<file path="src/rtl/data_types_pkg.sv">
// Shared types and constants for the convolution sequencer slice.
package data_types_pkg;

    // Pass sequencing states
    typedef enum logic [2:0] {
        ST_IDLE,
        ST_LOAD_W,
        ST_CONV,
        ST_WAIT_OUT,
        ST_VALID,
        ST_DONE
    } conv_seq_state_t;

    localparam int KERNEL_ROWS    = 3;
    localparam int KERNEL_COLS    = 3;
    localparam int KERNEL_TAPS    = KERNEL_ROWS * KERNEL_COLS;
    localparam int ADDR_WIDTH_RAM = 8;
    localparam int W_BASE_RAM     = 0;
    localparam int IMG_BASE_RAM   = 16;

    // Counter width for a range of n values, never narrower than one bit
    function automatic int cnt_w(input int n);
        return (n > 1) ? $clog2(n) : 1;
    endfunction

endpackage

</file>
<file path="src/rtl/window_addr_gen.sv">
// Kernel-window walker: kr/kc tap counters, orow/ocol window counters and the
// image address adder. Counters always point at the tap to be issued next.
module window_addr_gen
    import data_types_pkg::*;
#(
    parameter int N_ROWS     = KERNEL_ROWS,
    parameter int N_COLUMNS  = KERNEL_COLS,
    parameter int IMG_ROWS   = 8,
    parameter int IMG_COLS   = 8,
    parameter int ADDR_WIDTH = ADDR_WIDTH_RAM,
    parameter int IMG_BASE   = IMG_BASE_RAM
) (
    input  logic                          clk,
    input  logic                          rst,
    input  logic                          clear,
    input  logic                          step,
    input  logic                          next_win,
    output logic [ADDR_WIDTH-1:0]         addr,
    output logic                          tap_first,
    output logic                          tap_last,
    output logic                          win_last,
    output logic [cnt_w(IMG_ROWS)-1:0]    orow,
    output logic [cnt_w(IMG_COLS)-1:0]    ocol
);

    localparam int KR_W     = cnt_w(N_ROWS);
    localparam int KC_W     = cnt_w(N_COLUMNS);
    localparam int ROW_W    = cnt_w(IMG_ROWS);
    localparam int COL_W    = cnt_w(IMG_COLS);
    localparam int OROW_MAX = IMG_ROWS - N_ROWS;
    localparam int OCOL_MAX = IMG_COLS - N_COLUMNS;

    logic [KR_W-1:0] kr;
    logic [KC_W-1:0] kc;

    // Tap counters advance on step (kc inner, kr outer); window counters on next_win
    always_ff @(posedge clk or negedge rst) begin
        if (!rst) begin
            kr   <= '0;
            kc   <= '0;
            orow <= '0;
            ocol <= '0;
        end else if (clear) begin
            kr   <= '0;
            kc   <= '0;
            orow <= '0;
            ocol <= '0;
        end else begin
            if (step) begin
                if (kc == KC_W'(N_COLUMNS - 1)) begin
                    kc <= '0;
                    kr <= (kr == KR_W'(N_ROWS - 1)) ? '0 : kr + KR_W'(1);
                end else begin
                    kc <= kc + KC_W'(1);
                end
            end
            if (next_win) begin
                if (ocol == COL_W'(OCOL_MAX)) begin
                    ocol <= '0;
                    orow <= (orow == ROW_W'(OROW_MAX)) ? '0 : orow + ROW_W'(1);
                end else begin
                    ocol <= ocol + COL_W'(1);
                end
            end
        end
    end

    // Row-major image address of the pending tap, unsigned at full address width
    always_comb begin
        logic [ADDR_WIDTH-1:0] row_a;
        logic [ADDR_WIDTH-1:0] col_a;
        row_a = ADDR_WIDTH'(orow) + ADDR_WIDTH'(kr);
        col_a = ADDR_WIDTH'(ocol) + ADDR_WIDTH'(kc);
        addr  = ADDR_WIDTH'(IMG_BASE) + row_a * ADDR_WIDTH'(IMG_COLS) + col_a;
    end

    assign tap_first = (kr == '0) && (kc == '0);
    assign tap_last  = (kr == KR_W'(N_ROWS - 1)) && (kc == KC_W'(N_COLUMNS - 1));
    assign win_last  = (orow == ROW_W'(OROW_MAX)) && (ocol == COL_W'(OCOL_MAX));

endmodule

</file>
<file path="src/rtl/conv_sequencer.sv">
// Sequences one 2-D convolution pass: weight load, then every kernel window,
// with MAC strobes aligned to the RAM's one-cycle read latency and a
// valid/ready handshake per output position. All outputs are registered.
module conv_sequencer
    import data_types_pkg::*;
#(
    parameter int N_ROWS     = KERNEL_ROWS,
    parameter int N_COLUMNS  = KERNEL_COLS,
    parameter int IMG_ROWS   = 8,
    parameter int IMG_COLS   = 8,
    parameter int ADDR_WIDTH = ADDR_WIDTH_RAM,
    parameter int W_BASE     = W_BASE_RAM,
    parameter int IMG_BASE   = IMG_BASE_RAM
) (
    input  logic                                    clk,
    input  logic                                    rst,
    input  logic                                    start,
    output logic [ADDR_WIDTH-1:0]                   ram_addr,
    output logic                                    ram_re,
    output logic                                    w_we,
    output logic [cnt_w(N_ROWS*N_COLUMNS)-1:0]      w_idx,
    output logic                                    mac_en,
    output logic                                    mac_clear,
    output logic                                    mac_last,
    output logic                                    out_valid,
    input  logic                                    out_ready,
    output logic [cnt_w(IMG_ROWS)-1:0]              out_row,
    output logic [cnt_w(IMG_COLS)-1:0]              out_col,
    output logic                                    busy,
    output logic                                    done
);

    localparam int TAPS   = N_ROWS * N_COLUMNS;
    localparam int WIDX_W = cnt_w(TAPS);

    conv_seq_state_t             state;
    logic [WIDX_W-1:0]           widx;
    logic                        tap_first_p0;
    logic                        tap_last_p0;
    logic                        win_last_p0;

    logic                        gen_clear;
    logic                        gen_step;
    logic                        gen_next_win;
    logic [ADDR_WIDTH-1:0]       gen_addr;
    logic                        gen_first;
    logic                        gen_tap_last;
    logic                        gen_win_last;
    logic [cnt_w(IMG_ROWS)-1:0]  gen_orow;
    logic [cnt_w(IMG_COLS)-1:0]  gen_ocol;

    window_addr_gen #(
        .N_ROWS     (N_ROWS),
        .N_COLUMNS  (N_COLUMNS),
        .IMG_ROWS   (IMG_ROWS),
        .IMG_COLS   (IMG_COLS),
        .ADDR_WIDTH (ADDR_WIDTH),
        .IMG_BASE   (IMG_BASE)
    ) u_addr_gen (
        .clk       (clk),
        .rst       (rst),
        .clear     (gen_clear),
        .step      (gen_step),
        .next_win  (gen_next_win),
        .addr      (gen_addr),
        .tap_first (gen_first),
        .tap_last  (gen_tap_last),
        .win_last  (gen_win_last),
        .orow      (gen_orow),
        .ocol      (gen_ocol)
    );

    // Decide when an image tap is issued this edge; that is also when the walker steps
    always_comb begin
        gen_clear    = (state == ST_IDLE) && start;
        gen_next_win = (state == ST_WAIT_OUT);
        gen_step     = 1'b0;
        unique case (state)
            ST_LOAD_W: gen_step = (widx == WIDX_W'(TAPS - 1));
            ST_CONV:   gen_step = !tap_last_p0;
            ST_VALID:  gen_step = out_ready && !win_last_p0;
            default:   gen_step = 1'b0;
        endcase
    end

    // Pass FSM with registered outputs; strobes default low and are raised per state
    always_ff @(posedge clk or negedge rst) begin
        if (!rst) begin
            state        <= ST_IDLE;
            widx         <= '0;
            tap_first_p0 <= 1'b0;
            tap_last_p0  <= 1'b0;
            win_last_p0  <= 1'b0;
            ram_addr     <= '0;
            ram_re       <= 1'b0;
            w_we         <= 1'b0;
            w_idx        <= '0;
            mac_en       <= 1'b0;
            mac_clear    <= 1'b0;
            mac_last     <= 1'b0;
            out_valid    <= 1'b0;
            out_row      <= '0;
            out_col      <= '0;
            busy         <= 1'b0;
            done         <= 1'b0;
        end else begin
            ram_re    <= 1'b0;
            w_we      <= 1'b0;
            mac_en    <= 1'b0;
            mac_clear <= 1'b0;
            mac_last  <= 1'b0;
            done      <= 1'b0;

            unique case (state)
                ST_IDLE: begin
                    if (start) begin
                        state    <= ST_LOAD_W;
                        widx     <= '0;
                        ram_re   <= 1'b1;
                        ram_addr <= ADDR_WIDTH'(W_BASE);
                        busy     <= 1'b1;
                    end
                end
                // p0 -> p1: weight read on the bus becomes a register-file write
                ST_LOAD_W: begin
                    w_we  <= 1'b1;
                    w_idx <= widx;
                    if (widx == WIDX_W'(TAPS - 1)) begin
                        state <= ST_CONV;
                        widx  <= '0;
                    end else begin
                        widx     <= widx + WIDX_W'(1);
                        ram_re   <= 1'b1;
                        ram_addr <= ADDR_WIDTH'(W_BASE) + ADDR_WIDTH'(widx) + ADDR_WIDTH'(1);
                    end
                end
                // p0 -> p1: tap read on the bus becomes MAC strobes with the data
                ST_CONV: begin
                    mac_en    <= 1'b1;
                    mac_clear <= tap_first_p0;
                    mac_last  <= tap_last_p0;
                    if (tap_last_p0) begin
                        state <= ST_WAIT_OUT;
                    end
                end
                ST_WAIT_OUT: begin
                    state       <= ST_VALID;
                    out_valid   <= 1'b1;
                    out_row     <= gen_orow;
                    out_col     <= gen_ocol;
                    win_last_p0 <= gen_win_last;
                end
                ST_VALID: begin
                    if (out_ready) begin
                        out_valid <= 1'b0;
                        if (win_last_p0) begin
                            state <= ST_DONE;
                            done  <= 1'b1;
                        end else begin
                            state <= ST_CONV;
                        end
                    end
                end
                ST_DONE: begin
                    state <= ST_IDLE;
                    busy  <= 1'b0;
                end
                default: begin
                    state <= ST_IDLE;
                    busy  <= 1'b0;
                end
            endcase

            if (gen_step) begin
                ram_re       <= 1'b1;
                ram_addr     <= gen_addr;
                tap_first_p0 <= gen_first;
                tap_last_p0  <= gen_tap_last;
            end
        end
    end

endmodule

</file>
<file path="config.mk">
export PLATFORM = sky130hd
export DESIGN_NAME = conv_sequencer
export DESIGN_NICKNAME = d
export VERILOG_FILES = /design/src/rtl/data_types_pkg.sv /design/src/rtl/window_addr_gen.sv /design/src/rtl/conv_sequencer.sv
export SDC_FILE = /design/constraint.sdc
export NUM_CORES = 1
export LEC_CHECK = 0
export ABC_AREA = 1
export ABC_CLOCK_PERIOD_IN_PS = 3200
export CORE_MARGIN = 5
export CORE_UTILIZATION = 53
export CTS_BUF_LIST = sky130_fd_sc_hd__clkbuf_8 sky130_fd_sc_hd__clkbuf_16
export CTS_CLUSTER_DIAMETER = 30
export DETAILED_ROUTE_END_ITERATION = 10
export PLACE_DENSITY = 0.88
export SYNTH_ARGS = -nofsm -noshare
export SYNTH_HDL_FRONTEND = slang
export SYNTH_SLANG_ARGS = --single-unit
export TNS_END_PERCENT = 10
</file>
<file path="constraint.sdc">
create_clock -name clk -period 3.2 [get_ports clk]
set_input_delay 0.48 -clock clk [delete_from_list [all_inputs] [get_ports clk]]
set_output_delay 0.48 -clock clk [all_outputs]
set_load 0.01 [all_outputs]
</file>
Yosys cells after proc, flatten, opt, wreduce, memory -nomap -nowiden
Cells that the tools add are included.

cells by class
  add/subtract/negate cells = 10
  equal/unequal tests = 15
  mux-type cells = 43
  bitwise operators = 1
  reduce and logical (&&, ||, !) cells = 25

operators by type and width
  kind                   count
  $mux W3                12
  $mux W8                3
  $pmux W8 S2            1
  $pmux W3 S5            1
  $mux W2                7
  $mux W1                12
  $reduce_bool A2 Y1     6
  $reduce_and A2 Y1      5
  $eq A3 B3 Y1 const B   3
  $add A3 B2 Y4          2
  $add A5 B8 Y8 const A  1
  $add A8 B8 Y8          1
  $mux W4                2
  $ne A2 B2 Y1 const B   4
  $pmux W4 S2            1
  $add A3 B1 Y3 const B  2
  $eq A3 B2 Y1 const B   2
  $ne A3 B3 Y1 const B   2
  $pmux W1 S2            3
  $add A4 B1 Y5 const B  1
  $logic_and A1 B1 Y1    5
  $add A2 B1 Y2 const B  2
  $add A4 B1 Y4 const B  1
  $eq A2 B2 Y1 const B   2
  11 further kinds       13

storage, ports and cells
  flip-flop bits (word level) = 46
  logic and storage cells = 115

Longest topological paths before layout
  depth after elaboration = 5
  gate-level depth with buffers = 10
  gate-level depth less buffers = 10

By module
From an unflattened synthesis, not the netlist that was laid out.

unflattened totals
  cells, all modules = 294
  area total of the unflattened synthesis = 2378.5 um2

modules (own cells, without submodules)
  module           times used  cells an instance  area each (um2)  seq. area each (um2)
  conv_sequencer   1           188                1624.1           900.9
  window_addr_gen  1           106                754.5            250.2

Least setup slack after synthesis
No wires, ideal clock.

  path kind = flip-flop to flip-flop
  from = register u_addr_gen.orow[0]
  to = register ram_addr[7]
  library setup time = 0.065 ns
  arrival time = 1.756 ns
  required time = 3.135 ns
  setup slack = 1.379 ns
  cell stages (with the launch flop) = 9
  period minus slack after synthesis = 1.821 ns
  cell sequence = dfrtp_1 > ha_1 > inv_1 > fa_1 > ha_1 > or2_2 > nor2_1 > nand2_1 > nand2_1

on the way
  word-level cells in the longest chain between the ends = 4

ends and longest elaborated chain
  what                      RTL line               RTL
  start: declaration        window_addr_gen.sv:22  output logic [cnt_w(IMG_ROWS)-1:0] orow,
  start signal: assignment  window_addr_gen.sv:60  orow <= (orow == ROW_W'(OROW_MAX)) ? '0 : orow + ROW_W'(1);
  $add A3 B2 Y4             window_addr_gen.sv:72  row_a = ADDR_WIDTH'(orow) + ADDR_WIDTH'(kr);
  $add A5 B8 Y8             window_addr_gen.sv:74  addr = ADDR_WIDTH'(IMG_BASE) + row_a * ADDR_WIDTH'(IMG_COLS) + col_a;
  $add A8 B8 Y8             window_addr_gen.sv:74
  $mux W8                   conv_sequencer.sv:174  if (gen_step) begin
  end signal: assignment    conv_sequencer.sv:120  ram_addr <= ADDR_WIDTH'(W_BASE);
  end signal: assignment    conv_sequencer.sv:134  ram_addr <= ADDR_WIDTH'(W_BASE) + ADDR_WIDTH'(widx) + ADDR_WIDTH'(1);
  end signal: assignment    conv_sequencer.sv:176  ram_addr <= gen_addr;
  end: declaration          conv_sequencer.sv:18   output logic [ADDR_WIDTH-1:0] ram_addr,

Every way passes these cells.
A chain may end at the register's enable or synchronous reset.

Worst setup path after layout
Ends and elaborated chain as after synthesis.

==> results_dict.tcl <==
set metrics [dict create \
    startpoint_type "flop" \
    yosys_register_bits 46 \
    root_buffer "clkbuf_8" \
    synth_nets 264 \
    fin_area_um2 2590 \
    cp_max_fo 4 \
    core_um2 3970 \
    crit_required_ps 3440 \
    drive_gt1_share_pct 4.58 \
    clock_sinks 46 \
    cts_repair_resize_count 0 \
    status "finished, final reports clean" \
    slew_viol_final 0 \
    port-buffer-count 29 \
    max_slew_margin_pct 33.3 \
    fmax_ghz 0.509 \
    cts_tree "yes" \
    fin_setup_tns_ps 0 \
    gp_congestion 0.853 \
    cts-htree-levels 2 \
    avgSynthCellArea_um2 8.65 \
    overflow 0 \
    critPathCaptureType "flop" \
    critical_path_class "flop to flop" \
    die_h_um 73.9 \
    crit_path_end "ram_addr[7]" \
    tightest_slew_ps 1000 \
    drt_iter0_markers 268 \
    num_io_pins 30 \
    start_util_pct 54.4 \
    synth_top_area_share_pct 53.2 \
    ant_nets 0 \
    grt_pass1_vias 1656 \
    grt_max_degree 47 \
    syn_inst 250 \
    dr_total_vias 1759 \
    wl_per_cell_um 13.2 \
    firstDrtPassIters 4 \
    pwr_density_cell_nw_per_um2 892 \
    r2r-end "ram_addr[7]" \
    cp.arrival_ps 2200 \
    synthesis.area_um2 2160 \
    cts_hold_buf 0 \
    cts.clk_slew.worst_paths_ps 80 \
    clock_skew_ps 6.78 \
    p_leak_nw 1.29 \
    vias_per_cell 5.27 \
    startpoint "u_addr_gen.orow[0]" \
    antenna_found_initial 0 \
    finalNetCount 297 \
    setup_viol 0 \
    reg2reg_depth 8 \
    regArea_um2 1150 \
    drcViolationCount 0 \
    yosysWarnings 0 \
    ir_worst_vdd_v 0.000463 \
    fin_crit_ps 1960 \
    wl_um 4410 \
    clk_latency_ps 290 \
    fin_crit_sh_pct 61.4 \
    fp-row-count 23 \
    regToRegSetupSlack_ps 1240 \
    clockBufferDepth 2 \
    netlist_top_cells_area "dfrtp_1 53%, nand2_1 11%, inv_1 5.2%" \
    max_cap_viol_count 0 \
    hp-class "primary input to async pin" \
    synth_area_leader_cell "dfrtp_1" \
    die-area_um2 5460 \
    diodes 0 \
    rsz0062_at_grt "false" \
    synthToLayoutAreaGrowth_pct 19.7 \
    cts_buffers 5 \
    ys_types 25 \
    place_area_um2 2500 \
    post_cts_buffers 0 \
    multiInputGateArea_um2 882 \
    fin_util_pct 65.2 \
    finalHoldViolations 0 \
    synth_seq_area_share_pct 53.2 \
    track_usage_pct 18.1 \
    hpwlAfterDp_um 3260 \
    die_w_um 73.9 \
    fill_cells 345 \
    r2r_start "u_addr_gen.orow[0]" \
    grt_pass1_wl_um 7700 \
]
-- state kept, by name, summed over array words and instances (netlist names), 3 cells and up --
| signal | count |
|---|---|
| widx | 4 |
| u_addr_gen.orow | 3 |
| u_addr_gen.ocol | 3 |
| state | 3 |
| ram_addr | 8 |
| w_idx | 4 |
| out_row | 3 |
| out_col | 3 |
-- how the worst min path moves through the flow --
| stage | from | to | slack [ps] | depth (start not counted) |
|---|---|---|---|---|
| final | rst | mac_en | 350 | 1 |
| after global routing | rst | state[2] | 440 | 1 |
| after CTS | rst | mac_last | 390 | 1 |
| after detailed placement | ram_addr[5] | ram_addr[5] | 460 | 2 |
| after global placement | out_valid | out_valid | 460 | 2 |
| after floorplan | rst | busy | 180 | 0 |
-- cell usage after synthesis, drive strengths merged --
library cell   n
clkbuf         2
nor2          30
ha             8
o21ai         23
or2            1
o22ai          4
inv           31
a21oi          9
nand2         62
xor2           3
dfrtp         46
nand3b         2
nand3         15
buf            1
nand4          6
nor3           2
and2           1
xnor2          1
fa             2
o21bai         1
-- metal layers --
layer	global-route usage, %	up-vias	wire length (µm)
met1	24.3	833	1990
li1	-	873	-
met2	29.7	43	2150
met3	3.56	10	197
met5	0	-	0
met4	5.43	0	68
-- per-stage QoR --
stage                     worst slack (ps)  instances  hold WS [ps]  total power [W]
after floorplan                       1380        250           184          0.00157
after global placement                1300        326           456          0.00192
after detailed placement              1240        326           457          0.00197
after CTS                             1230        334           394          0.00233
after global routing                  1120        334           437          0.00251
final                                 1240        334           351          0.00231
-- report_power, final --
group	switching [W]	total, W	leakage (nW)	internal (W)
registers	0.000147	0.000920	0.603	0.000773
logic	0.000607	0.00103	0.630	0.000423
clock network	0.000189	0.000360	0.0524	0.000171
total	0.000942	0.00231	1.29	0.00137
-- placed cells by master (no fill, tap or decap) --
cell type / Yosys / layout
fa_1: 2 / 2
a21oi_1: 9 / 9
and2_1: 1 / 1
nor3_4: 1 / 1
clkbuf_8: 0 / 6
nand3_1: 14 / 14
nor2_1: 30 / 30
xor2_1: 3 / 3
o21ai_0: 21 / 21
o21bai_1: 1 / 1
nand2_1: 61 / 61
nand3_2: 1 / 1
nand3b_1: 2 / 2
clkinv_2: 0 / 1
o22ai_1: 4 / 4
inv_1: 30 / 31
o21ai_1: 2 / 2
ha_1: 8 / 8
nand4_1: 6 / 6
dfrtp_1: 46 / 46
xnor2_1: 1 / 1
or2_2: 1 / 1
clkdlybuf4s50_1: 0 / 28
nand2_2: 1 / 1
buf_2: 1 / 1
nor3_1: 1 / 1
inv_2: 1 / 1
-- critical path, stage by stage, from the launching register on --
cell and delay [ps]:
dfrtp_1 430, ha_1 240, inv_1 70, fa_1 430, ha_1 220, or2_2 300
nor2_1 90, nand2_1 50, nand2_1 80
-- cell families after synthesis --
group	synth area share (%)
flops	53.2
compound gates	8.91
xor+xnor	1.62
fa+ha+maj	6.48
simple gates	23.8
buf+inv	5.96
-- layout make-up --
class | count | share of cell area [%]
Clock buffer | 6 | 3.19
Sequential cell | 46 | 44.5
Tap cell | 50 | 2.42
Inverter | 31 | 4.49
Clock inverter | 2 | 0.338
Multi-Input combinational cell | 170 | 34.1
Timing Repair Buffer | 29 | 11.0
No activity file was read; power rests on OpenSTA's default activity.
==> RTL change, RTL diff (same flow settings) <==
`IMG_COLS` is set to 8 in 2 places; all go to 12.
--- a/src/rtl/window_addr_gen.sv
+++ b/src/rtl/window_addr_gen.sv
@@ -6,7 +6,7 @@
     parameter int N_ROWS     = KERNEL_ROWS,
     parameter int N_COLUMNS  = KERNEL_COLS,
     parameter int IMG_ROWS   = 8,
-    parameter int IMG_COLS   = 8,
+    parameter int IMG_COLS   = 12,
     parameter int ADDR_WIDTH = ADDR_WIDTH_RAM,
     parameter int IMG_BASE   = IMG_BASE_RAM
 ) (
--- a/src/rtl/conv_sequencer.sv
+++ b/src/rtl/conv_sequencer.sv
@@ -7,7 +7,7 @@
     parameter int N_ROWS     = KERNEL_ROWS,
     parameter int N_COLUMNS  = KERNEL_COLS,
     parameter int IMG_ROWS   = 8,
-    parameter int IMG_COLS   = 8,
+    parameter int IMG_COLS   = 12,
     parameter int ADDR_WIDTH = ADDR_WIDTH_RAM,
     parameter int W_BASE     = W_BASE_RAM,
     parameter int IMG_BASE   = IMG_BASE_RAM
Ports: changed (resized out_col); port bits go from 30 to 31. The function was not compared with the original's and may differ.
==> RTL change against the unedited design <==
  * Synthesized cell count increased by 25%
  * Sequential share of layout area decreased by 7.6 points
  * Combinational power increased by 91%
  * Wire length increased by 33%
  * Sequential cell count increased by 2
  * Maximum frequency decreased by 37%
  * Sequential power increased by 9%
  * Total power increased by 45%
  * Design area increased by 26%
  * Area after synthesis increased by 24%
  * Via count increased by 28%
  * Setup slack got worse by 1.2 ns
  * Non-clock buffer count increased by 13
  * Largest cell class is now multi-input combinational cells
==> RTL change: results (changes against the unedited design) <==
- Leak: 1.637 nW (+27%)
- Critical Path Fanout Max: 2 (-2)
- Top reg by flops: ram_addr
- Post-CTS resize count: 4 (+4)
- Hold Path Class: input pin to async pin
- Root Buffer: clkbuf_8
- Avg Inst Size Synth: 8.578 µm² (-0.81%)
- Reg2reg setup slack: 0.08 ns (-1.16 ns)
- Clock Tree Buf Depth: 2 (unchanged)
- Final hold slack: 0.3670 ns (+0.01596 ns)
- Clk_skew: 0.008156 ns (+0.001379 ns)
- Pre-CTS setup slack: -0.07049 ns (-1.313 ns)
- Number of I/O port buffers: 30 (+3.4%)
- First-pass GRT wire length: 9963 µm (+29%)
- Setup Buffers After CTS: 2 (+2)
- Post-synth top cells: nand2_1, dfrtp_1, inv_1
- Synth area leaders: dfrtp_1, nand2_1, ha_1
- Ant diodes: 0 (unchanged)
- Synth async-reset ratio: 100.0% (unchanged)
- P_int: 1.845 mW (+35%)
- Starting DRT DRC Count: 134 (-50%)
- Status: finished, final reports clean
- Layout cell share with drive strength beyond 1: 15.13% (+11 points)
- Slowest cell delay on critical path: 0.52 ns (+0.09 ns)
- Placer Congestion: 0.8388 (-1.6%)
- Drt first pass iters: 4 (unchanged)
- Post-synth top area cell: dfrtp_1
- Total CTS buffers: 5 (unchanged)
- Crit path max-delay cell type: fa_2
- WL final: 5884 µm (+33%)
- Worst vdd ir: 0.4370 mV (-5.6%)
- Htree depth: 2 (unchanged)
- Worst path top cell family by delay: adder cells
- Clock Latency Late Sink: 0.30 ns
- Hpwl dp: 4200 µm (+29%)
- Sequential area share after synthesis: 44.88% (-8.4 points)
- Worst Path Arrival: 3.37 ns (+1.17 ns)
- Max FFs per register: 8 (unchanged)
- Vias per inst: 5.323 (+1.1%)
- Achievable clock frequency: 0.3200 GHz (-37%)
- Final #Nets: 381 (+28%)
- Total GRT Usage: 19.56% (+1.4 points)
- Worst-path clk slew: 0.09 ns
- Syn_nets: 337 (+28%)
- Initial antenna violation count: 0 (unchanged)
- Yosys warning count: 0 (unchanged)
- DP Area: 3075 µm² (+23%)
- Dpl cells: 410 (+26%)
- Fillers: 385 (+12%)
- Via count: 2257 (+28%)
- Slew headroom: 29.29% (-4.0 points)
- Largest net degree at the start of global routing: 49 (+4.3%)
- Yosys cell types: 33 (+32%)
- Area delta synth->final: 21.69%
RTL change: cell count changes in the layout (fill, tap and decap cells not counted), moves of 6 or more:
cell     delta
buf_4      +12
nand3_1     +7
inv_1      +12
ha_1        +6
inv_2       +7
RTL change: final timing paths:
check / from / endpoint / cells after the start
max reg2reg: u_addr_gen.kr[0]$_DFFE_PN0P_ / ram_addr[7]$_DFFE_PN0P_ / 15
min: rst / state[0]$_DFFE_PN0P_ / 1
max: u_addr_gen.kr[0]$_DFFE_PN0P_ / ram_addr[7]$_DFFE_PN0P_ / 15
max in group asynchronous: rst / w_idx[1]$_DFFE_PN0P_ / 1
min reg2reg: ram_addr[4]$_DFFE_PN0P_ / ram_addr[4]$_DFFE_PN0P_ / 2
min in group clk: ram_addr[4]$_DFFE_PN0P_ / ram_addr[4]$_DFFE_PN0P_ / 2
RTL change: final cells by class:
cell class                 count  area share, %
clock inverter                 2         0.3458
multi-input combinational    208          39.88
tap                           67          2.574
timing repair buffer          42          11.83
clock buffer                   6          2.536
inverter                      51          5.955
sequential                    48          36.88
RTL change: cell families after synthesis:
family                   synth area share, %
XOR/XNOR                               1.964
flip-flops                             44.88
buffers and inverters                  8.836
AND/OR/NAND/NOR                        24.36
adder cells (fa/ha/maj)                10.94
AO/OA/AOI/OAI                          9.023
RTL change: power groups by stage:
stage,sequential [mW],clock (mW),combinational [mW]
final,1.00,0.375,1.97
after detailed placement,1.01,0,1.82
after global placement,0.998,0,1.74
after floorplan,1.06,0,1.17
after CTS,1.00,0.378,1.88
after global routing,1.03,0.406,2.24
RTL change: per-layer routing:
metal	up-vias	wire length [µm]	global-route usage, %	part of all wire, %
li1	1079	-	-	-
met1	1080	2315	21.25	39
met2	69	3074	36.04	52
met3	29	251	4.324	4.3
met4	0	242	8.784	4.1
met5	-	0	0	0
